`config.mk`:
```
export PLATFORM = sky130hd
export DESIGN_NAME = score_bcd_counter
export DESIGN_NICKNAME = d
export VERILOG_FILES = /design/src/rtl/doodle_pkg.sv /design/src/rtl/score_bcd_counter.sv
export SDC_FILE = /design/constraint.sdc
export NUM_CORES = 1
export LEC_CHECK = 0
export CORE_ASPECT_RATIO = 0.5
export CORE_UTILIZATION = 49
export CTS_CLUSTER_SIZE = 16
export DETAILED_ROUTE_END_ITERATION = 8
export PLACE_DENSITY = 0.75
export SLEW_MARGIN = 20
export SYNTH_ARGS = -nofsm -noshare
export SYNTH_HDL_FRONTEND = slang
export SYNTH_SLANG_ARGS = --single-unit
```
`constraint.sdc`:
```
create_clock -name clk -period 2.1 [get_ports clk]
set_clock_uncertainty 0.15 [all_clocks]
set_input_delay 0.21 -clock clk [delete_from_list [all_inputs] [get_ports clk]]
set_output_delay 0.21 -clock clk [all_outputs]
set_load 0.02 [all_outputs]
```
`src/rtl/doodle_pkg.sv`:
```
// Shared game-level types for the doodle jump datapath: game state encoding,
// BCD digit type and the score ceiling.
package doodle_pkg;

    typedef enum logic [1:0] {
        GS_MENU = 2'd0,
        GS_PLAY = 2'd1,
        GS_OVER = 2'd2,
        GS_RSVD = 2'd3
    } game_state_e;

    typedef logic [3:0] bcd_t;

    localparam int NUM_DIGITS = 4;
    localparam bcd_t [NUM_DIGITS-1:0] MAX_SCORE_BCD = {4'd9, 4'd9, 4'd9, 4'd9};

endpackage

```
`src/rtl/score_bcd_counter.sv`:
```
// Four-digit BCD score counter with collision hold-off, digit-serial ripple
// increment, and high-score capture at game over.
module score_bcd_counter
    import doodle_pkg::*;
#(
    parameter int HOLDOFF_FRAMES = 16
) (
    input  logic                        clk,
    input  logic                        rst,
    input  logic                        calculation_time,
    input  logic [1:0]                  game_state,
    input  logic                        move_collision,
    output bcd_t [NUM_DIGITS-1:0]       score_digits,
    output bcd_t [NUM_DIGITS-1:0]       high_digits,
    output logic                        new_high,
    output logic                        busy
);

    typedef enum logic [1:0] {
        S_IDLE,
        S_INC,
        S_CMP
    } state_t;

    localparam logic [3:0] HOLD_LAST = 4'(HOLDOFF_FRAMES - 1);

    // Magnitude compare, most significant digit decides first.
    function automatic logic bcd_gt(input bcd_t [NUM_DIGITS-1:0] a,
                                    input bcd_t [NUM_DIGITS-1:0] b);
        logic gt;
        logic done;
        gt   = 1'b0;
        done = 1'b0;
        for (int i = NUM_DIGITS - 1; i >= 0; i--) begin
            if (!done && a[i] != b[i]) begin
                gt   = a[i] > b[i];
                done = 1'b1;
            end
        end
        return gt;
    endfunction

    state_t     state;
    logic [3:0] holdoff;
    logic       req;
    logic       pending;
    logic       cmp_pend;
    logic [1:0] k;
    logic [1:0] prev_gs;

    logic in_play;
    logic sample;
    logic hit;
    logic play_entry;
    logic over_entry;
    logic at_max;

    assign in_play    = game_state == GS_PLAY;
    assign sample     = calculation_time && in_play;
    assign hit        = sample && move_collision && holdoff == 4'd0;
    assign play_entry = (prev_gs == GS_MENU || prev_gs == GS_RSVD) && in_play;
    assign over_entry = prev_gs == GS_PLAY && game_state == GS_OVER;
    assign at_max     = score_digits == MAX_SCORE_BCD;

    always_ff @(posedge clk) begin
        if (rst) begin
            score_digits <= '0;
            high_digits  <= '0;
            new_high     <= 1'b0;
            busy         <= 1'b0;
            holdoff      <= 4'd0;
            req          <= 1'b0;
            pending      <= 1'b0;
            cmp_pend     <= 1'b0;
            k            <= 2'd0;
            state        <= S_IDLE;
            prev_gs      <= GS_MENU;
        end else begin
            prev_gs  <= game_state;
            new_high <= 1'b0;
            req      <= hit;

            if (hit)
                holdoff <= 4'd1;
            else if (sample && holdoff != 4'd0)
                holdoff <= (holdoff == HOLD_LAST) ? 4'd0 : holdoff + 4'd1;

            if (play_entry) begin
                // New game: wipe the score and abandon any in-flight increment.
                score_digits <= '0;
                holdoff      <= 4'd0;
                req          <= 1'b0;
                pending      <= 1'b0;
                cmp_pend     <= 1'b0;
                k            <= 2'd0;
                state        <= S_IDLE;
                busy         <= 1'b0;
            end else begin
                case (state)
                    S_IDLE: begin
                        if (cmp_pend || over_entry) begin
                            state    <= S_CMP;
                            cmp_pend <= 1'b0;
                            pending  <= 1'b0;
                        end else if ((req || pending) && in_play) begin
                            if (at_max) begin
                                holdoff <= 4'd0;
                                pending <= 1'b0;
                            end else begin
                                state   <= S_INC;
                                busy    <= 1'b1;
                                k       <= 2'd0;
                                // A fresh request colliding with a served pending one stays queued.
                                pending <= req && pending;
                            end
                        end
                    end
                    S_INC: begin
                        if (req)
                            pending <= 1'b1;
                        if (score_digits[k] == 4'd9) begin
                            score_digits[k] <= 4'd0;
                            k               <= k + 2'd1;
                        end else begin
                            score_digits[k] <= score_digits[k] + 4'd1;
                            state           <= S_IDLE;
                            busy            <= 1'b0;
                        end
                    end
                    S_CMP: begin
                        if (bcd_gt(score_digits, high_digits)) begin
                            high_digits <= score_digits;
                            new_high    <= 1'b1;
                        end
                        state <= S_IDLE;
                    end
                    default: begin
                        state <= S_IDLE;
                        busy  <= 1'b0;
                    end
                endcase

                // Game over mid-increment: finish the digit walk, then compare.
                if (over_entry) begin
                    pending <= 1'b0;
                    if (state != S_IDLE)
                        cmp_pend <= 1'b1;
                end
            end
        end
    end

endmodule

```
; ---- Word-level counts from Yosys, hierarchy flattened
; Index checks and enable logic that the tools add are counted.
[classes]
magnitude_cmp = 6
mux = 57
bitwise_logic = 4
eq_ne = 21
reduce_logical = 32
n_addsub = 3
[ops]
columns = operator, count
row1 = $mux W4, 9
row2 = $mux W1, 32
row3 = $and A16 B16 Y16, 1
row4 = $bwmux W16, 1
row5 = $eq A16 B16 Y1 const B, 1
row6 = $gt A4 B4 Y1, 4
row7 = $mux W16, 1
row8 = $mux W2, 8
row9 = $ne A4 B4 Y1, 4
row10 = $not A16 Y16, 1
row11 = $logic_and A1 B1 Y1, 12
row12 = $ne A2 B2 Y1 const B, 6
row13 = $reduce_and A5 Y1, 2
row14 = $reduce_and A3 Y1, 3
row15 = $add A4 B1 Y4 const B, 2
row16 = $bmux W4 S2, 1
row17 = $demux W4 S2, 1
row18 = $eq A4 B4 Y1 const B, 2
row19 = $pmux W2 S2, 2
row20 = $eq A2 B1 Y1 const B, 3
row21 = $eq A2 B2 Y1 const B, 3
row22 = $ne A3 B3 Y1 const B, 2
row23 = $reduce_or A3 Y1, 2
row24 = $logic_not A2 Y1, 2
row25 = 12 further kinds, 18
[word_totals]
ff_bits = 47
in_bits = 6
output_inout_bits = 34

; ---- Logic depth before layout (Yosys ltp)
; Gate-level depths: netlist of run 1.
[logic_depth]
ltp_word = 24
mapped_depth = 10

; ---- Worst setup path after synthesis of run 1
; No wires, ideal clock.
[synth_path]
kind = register to register
start = reg score_digits[0] in the netlist's numbering
end = reg high_digits[0] in the netlist's numbering
path_slack_ns = -0.235
synth_period_minus_slack_ns = 2.335
setup_ns = 0.072
arrival_time_ns = 2.114
path_buffers = 1
path_stages_with_launch = 9
path_cell_list = dfxtp_1 inv_1 ha_1 and4_1 a21oi_1 o22ai_1 a211oi_4 buf_4 mux2i_1
[synth_via]
elab_chain_cells = 7
word_cells_on_any_way = 8
cone_classes = order compare (1) / eq/ne (1) / mux (4) / reduce/logical (2)
[synth_lines]
columns = element, line
row1 = start: declaration, score_bcd_counter.sv:13  ; output bcd_t [NUM_DIGITS-1:0] score_digits,
row2 = start signal: indexed assignment, score_bcd_counter.sv:125  ; score_digits[k] <= score_digits[k] + 4'd1;
row3 = branches (longest 7 deep; another with $gt A4 B4 Y1), --
row4 = end signal: assignment, score_bcd_counter.sv:132  ; high_digits <= score_digits;
row5 = end: declaration, score_bcd_counter.sv:14  ; output bcd_t [NUM_DIGITS-1:0] high_digits,
; Several ways; the timed one is not identified. The select of a mux whose other input is x is not followed.
; A chain may end at the register's enable or synchronous reset.

; ---- Worst setup path in the final report of run 1
[layout_path]
start = reg k[1]
end = reg score_digits[6] in the netlist's numbering
[layout_via]
elab_chain_cells = 7
word_cells_on_any_way = 13
cone_classes = add/sub (1) / order compare (2) / eq/ne (1) / mux (6) / bitwise (2) / reduce/logical (1)
[layout_lines]
columns = element, line
row1 = start: declaration, score_bcd_counter.sv:48  ; logic [1:0] k;
row2 = start signal: assignment, score_bcd_counter.sv:123  ; k <= k + 2'd1;
row3 = branches (longest 6 deep; another with $add A4 B1 Y4), --
row4 = $mux W16 (*), score_bcd_counter.sv:121  ; if (score_digits[k] == 4'd9) begin
; Every way passes the cells marked *. The select of a mux whose other input is x is not followed.

==> results.yml, run 1 <==
status:
  status: "complete, but fails checks"
  violations: "negative setup slack"
clock_network:
  cts_tree: "built"
  path_clk_slew_ns: 0.09
  htreeDepth: 2
  cts.sinks: 47
  cts_hold_repair.buffers: 0
  clock_path_buffers: 2
  cts_buffers: 5
  clk_latency_ns: 0.30
  root_buffer: "clkbuf_8"
routing:
  ant_nets: 0
  first_pass_iters: 4
  vias_per_cell: 5.44
  drt_iter0_drc: 131
  postRouteWirelength_um: 6870
  vias: 2404
  drc: 0
  wl_per_cell_um: 15.5
floorplanning:
  dieArea_um2: 5720
  floorplan.initialDensity_pct: 52.2
  ios: 40
  rows: 18
  dieHeight_um: 54.0
  core_area_um2: 5070
  fp.dieW_um: 106
synthesis:
  synth_area_leader_cell: "dfxtp_1"
  netlist_area_um2: 2650
  ys.flop_type: "dfxtp_1"
  synth_top_area_share_pct: 35.6
  ys_types: 46
  seq_area_frac_synth_pct: 35.6
  synth_warnings: 0
  synth-async-reset-ratio_pct: 0
  ys_seq_elements: 47
  synth_area_per_cell_um2: 8.65
  synth_edf_count: 0
  syn_nets: 337
  synth_area_leaders: "dfxtp_1, ha_1, nand2b_1, mux2i_1, a21oi_1"
  syn_inst: 306
power:
  p_sw_share_pct: 22.5
  leakagePower_nw: 1.26
  vdd_ir_drop_max_mv: 0.265
  power.switching_mw: 0.336
  combPwrFrac_pct: 5.0
  p_int_mw: 1.16
  power_density_nw_per_um2: 410
  power_mw: 1.49
  clock_power_share_pct: 35.5
  seq_power_share_pct: 59.4
place:
  postPlaceCellArea_um2: 3320
  post-dp-hpwl_um: 4950
  portBuffers: 39
  gp_congestion: 0.830
grt:
  antenna_found_initial: 0
  grt_overflow_total: 0
  grt.total_usage_pct: 24.4
  grt_max_degree: 37
  grt_pass1_vias: 2403
  grt_pass1_wl_um: 10700
layout:
  fillers: 402
  finish.instance_area_um2: 3640
  mostFrequentLayoutCell: "clkdlybuf4s50_1"
  syn_to_final_growth_pct: 37.7
  fin_util_pct: 71.9
  final_cell_mix: "clkdlybuf4s50_1, nand2b_1, nor2_1, dfxtp_1, inv_1"
  antennaDiodeCount: 0
  num-nets-final: 402
  drive_gt1_share_pct: 26.1
timing:
  min_period_ns: 2.20
  relSlewSlack_pct: 68.4
  worst_slew_pin_slew_ns: 0.474
  maxSlewViolCount: 0
  rsz0062_at_grt: "true"
  final.setup.worst_slack_ns: -0.101
  hold-worst-slack_ns: 0.316
  setup_viol: 26
  hold_viol: 0
  max_freq_mhz: 454
  fin_crit_sh_pct: 105
flow_run:
  drv_cap: 0
worst_setup_path:
  worst_ep_arrival_time_ns: 2.25
  crit_required_ns: 2.15
  critical_path_class: "flop to flop"
  crit_fanout: 4
  critical_path.endpoint_type: "flop"
  cp-start-kind: "flop"
worst_hold_path:
  min_path_type: "flop to flop"
## path summary, 6_finish.rpt
check | from | end | slack [ns] | cells past startpoint
setup / recovery | k[1]$_SDFFE_PP0P_ | score_digits[6]$_SDFFE_PP0P_ | -0.10 | 10
hold / removal | busy$_SDFFE_PP0P_ | busy$_SDFFE_PP0P_ | 0.32 | 2
setup reg to reg | k[1]$_SDFFE_PP0P_ | score_digits[6]$_SDFFE_PP0P_ | -0.10 | 10
hold reg to reg | busy$_SDFFE_PP0P_ | busy$_SDFFE_PP0P_ | 0.32 | 2
## power by group through the flow
stage	registers, mW	logic, mW	clock network (mW)
finish	0.888	0.0752	0.531
global route	0.889	0.0824	0.571
CTS	0.888	0.0745	0.543
detailed placement	0.912	0.0740	0
global placement	0.911	0.0720	0
floorplan	0.911	0.0401	0
## stage by stage
step | instances | setup TNS (ns) | setup WS [ns]
after floorplan | 306 | -0.555 | -0.0408
after global routing | 442 | -4.19 | -0.177
after global placement | 424 | -0.0938 | -0.0236
after CTS | 437 | -0.254 | -0.0440
after detailed placement | 424 | -1.15 | -0.0942
final | 442 | -1.14 | -0.101
## final cells by class
class	count	area, um2	share of cell area (%)
well taps	70	87.6	2.40
multi-input cells	220	1710	46.9
clock inverters	1	5.00	0.137
flip-flops and latches	47	981	26.9
clock buffers	7	76.3	2.09
inverters	29	114	3.12
repair buffers	68	672	18.4
## logic make-up after synthesis
logic type                 synth area share, %
and+or+nand+nor                           25.0
AOI/OAI and AO/OA                         11.3
adders and majority gates                 11.8
muxes                                     10.3
buffers and inverters                     6.00
DFF                                       35.6
## sequential cells by signal, summed over array words and instances, names as in the netlist, 2 cells and up, named ones only
name and flops:
high_digits 16, holdoff 4, k 2, prev_gs 2, score_digits 16, state 2
## critical path, stage by stage, from the launching register on
cell	delay (ns)
dfxtp_4	0.38
mux4_2	0.52
buf_4	0.15
buf_6	0.11
ha_4	0.16
inv_4	0.06
a211oi_2	0.04
a21oi_2	0.23
nor2_1	0.07
a21oi_1	0.17
nor2_1	0.07
## metal layers
layer  vias up  wire, um  global-route usage [%]
met5         -         0                       0
met2        68      3560                    48.9
met4         0        65                    8.10
met1      1155      2890                    26.6
li1       1170         -                       -
met3        11       360                    5.45
## cells in the mapped netlist, drive strengths merged, types with 2 or more instances
library cell / number
nor4bb: 2
nand2: 14
nor2b: 7
nand4: 4
o211ai: 2
nand2b: 33
mux2i: 17
nor3b: 2
a21oi: 30
clkbuf: 6
a211oi: 2
inv: 29
dfxtp: 47
ha: 25
mux4: 4
nand3: 4
o21ai: 9
nor3: 4
buf: 4
nand3b: 2
and2: 3
nor2: 39
## what timing repair did
action                     4_1_cts  5_1_grt
setup buffers                    4        5
hold endpoints to repair         0        0
pin swaps                        6       16
resized for setup               13       30
gates cloned                     1        0
setup endpoints to repair       25       37
Power figures use the tool's default switching activity.
==> inputs of run 2 (changes only) <==
--- a/config.mk
+++ b/config.mk
@@ -6,10 +6,11 @@
 export NUM_CORES = 1
 export LEC_CHECK = 0
 export CORE_ASPECT_RATIO = 0.5
-export CORE_UTILIZATION = 49
+export CORE_UTILIZATION = 45
 export CTS_CLUSTER_SIZE = 16
 export DETAILED_ROUTE_END_ITERATION = 8
-export PLACE_DENSITY = 0.75
+export GPL_TIMING_DRIVEN = 0
+export PLACE_DENSITY = 0.7
 export SLEW_MARGIN = 20
 export SYNTH_ARGS = -nofsm -noshare
 export SYNTH_HDL_FRONTEND = slang
==> run 2 against run 1 <==
Compared with the run above: the flow still finishes with violations (negative setup slack); global-route usage is 1.9 points lower; die area up 8.6%; worst hold slack improved by 0.0014 ns; flip-flop and latch count is the same; critical path type unchanged; largest power group unchanged.
==> results.yml, run 2 (synthesis results as in run 1) <==
status:
  status: "complete, but fails checks"
  violations: "negative setup slack"
grt:
  grt.total_usage_pct: 22.5
  grt_pass1_vias: 2263
  top_usage_layer: "met2"
  gr-usage-met2_pct: 37.9
  grt_max_degree: 15
  antenna_found_initial: 0
  met1_usage_pct: 28.6
  grt_overflow_total: 0
  use_met3_pct: 5.45
  grt_pass1_wl_um: 10700
layout:
  antennaDiodeCount: 0
  syn_to_final_growth_pct: 36.0
  multi_input_area_um2: 1710
  fin_util_pct: 64.7
  num-nets-final: 396
  drive_gt1_share_pct: 22.7
  mostFrequentLayoutCell: "clkdlybuf4s50_1"
  reg.largest.list: "high_digits: 16 flops, score_digits: 16 flops, holdoff: 4 flops"
  final_cell_mix: "clkdlybuf4s50_1, nor2_1, nand2b_1, dfxtp_1, inv_1"
  instances_no_fill: 439
  fillers: 465
  area.sequential_um2: 992
clock_network:
  cts_tree: "built"
  root_buffer: "clkbuf_16"
  path_clk_slew_ns: 0.06
  clock_path_buffers: 2
  htreeDepth: 2
  cts_hold_repair.buffers: 0
  clk_latency_ns: 0.29
  cts_buffers: 5
  cts.sinks: 47
routing:
  drt_iter0_drc: 150
  vias_per_cell: 5.39
  postRouteWirelength_um: 6850
  wl_per_cell_um: 15.6
  first_pass_iters: 4
  vias: 2367
  drc: 0
  ant_nets: 0
power:
  power_density_nw_per_um2: 487
  leakagePower_nw: 1.26
  power_mw: 1.75
  vdd_ir_drop_max_mv: 0.421
timing:
  maxSlewViolCount: 0
  final.setup.worst_slack_ns: -0.0541
  fin_crit_sh_pct: 103
  max_freq_mhz: 464
  setup_viol: 5
  setup_tns_ns: -0.210
  worst_slew_pin_slew_ns: 0.513
  rsz0062_at_grt: "true"
  min_period_ns: 2.15
  relSlewSlack_pct: 65.8
  hold_viol: 0
worst_hold_path:
  min_path_type: "flop to flop"
worst_setup_path:
  critPathSlowestCell: "mux4_2"
  critical_path_class: "flop to flop"
  crit_fanout: 5
  cp_cell_sequence: "mux4_2 > inv_2 > ha_4 > inv_2 > nor3b_4 > buf_6 > nand2_4 > and2_4 > a21oi_2 > nor2_1"
  cp-start-kind: "flop"
  crit_required_ns: 2.12
  cpMostUsedCell: "inv_2"
  worst_ep_arrival_time_ns: 2.17
  critical_path.endpoint_type: "flop"
  slowest_delay_ns: 0.55
floorplanning:
  floorplan.initialDensity_pct: 47.6
  dieHeight_um: 56.2
  rows: 19
  ios: 40
  dieArea_um2: 6210
  fp.dieW_um: 110
  core_area_um2: 5560
place:
  gp_congestion: 0.789
  portBuffers: 38
  dp.cells: 417
  post-dp-hpwl_um: 4680
  dp_worst_setup_slack_ns: -0.401
flow_run:
  drv_cap: 0
run 2: final cells by class:
class	instances	share of cell area, %
Sequential cell	47	27.6
Inverter	29	3.02
Tap cell	73	2.54
Buffer	9	1.36
Clock inverter	1	0.139
Multi-Input combinational cell	220	47.4
Clock buffer	7	3.96
Timing Repair Buffer	53	14.0
run 2: repair_timing:
item                                    4_1_cts  5_1_grt
endpoints found under the setup margin       41       41
resized for setup                            16       22
pin swaps                                     7        6
gates cloned                                  1        0
buffers inserted                              9        5
run 2: where the power goes:
part	total (mW)	internal (mW)	switching [mW]
clock	0.802	0.472	0.330
combinational	0.0674	0.0290	0.0385
sequential	0.884	0.882	0.00214
total	1.75	1.38	0.370
run 2: layer usage:
metal	vias up	share of wire, %
met4	0	1.3
li1	1158	-
met5	-	0
met3	11	5.4
met2	54	49
met1	1144	45
run 2: critical path: cells and delay by family, from the launching register on:
family | cells | cell delay [ns]
mux | 1 | 0.55
simple gates | 4 | 0.44
flops | 1 | 0.38
buf+inv | 3 | 0.28
fa+ha+maj | 1 | 0.13
compound gates | 1 | 0.11
run 2: through the flow:
stage               hold WS (ns)  area (um2)
global route               0.352        3600
floorplan                  0.188        2730
global placement           0.311        3200
detailed placement         0.320        3200
CTS                        0.325        3470
finish                     0.317        3600
run 2: final timing paths:
| check | slack, ns | cells past startpoint | endpoint | from |
|---|---|---|---|---|
| setup / recovery | -0.05 | 10 | k[0]$_SDFFE_PP0P_ | k[1]$_SDFFE_PP0P_ |
| hold / removal | 0.32 | 2 | busy$_SDFFE_PP0P_ | busy$_SDFFE_PP0P_ |
| setup reg to reg | -0.05 | 10 | k[0]$_SDFFE_PP0P_ | k[1]$_SDFFE_PP0P_ |
| hold reg to reg | 0.32 | 2 | busy$_SDFFE_PP0P_ | busy$_SDFFE_PP0P_ |
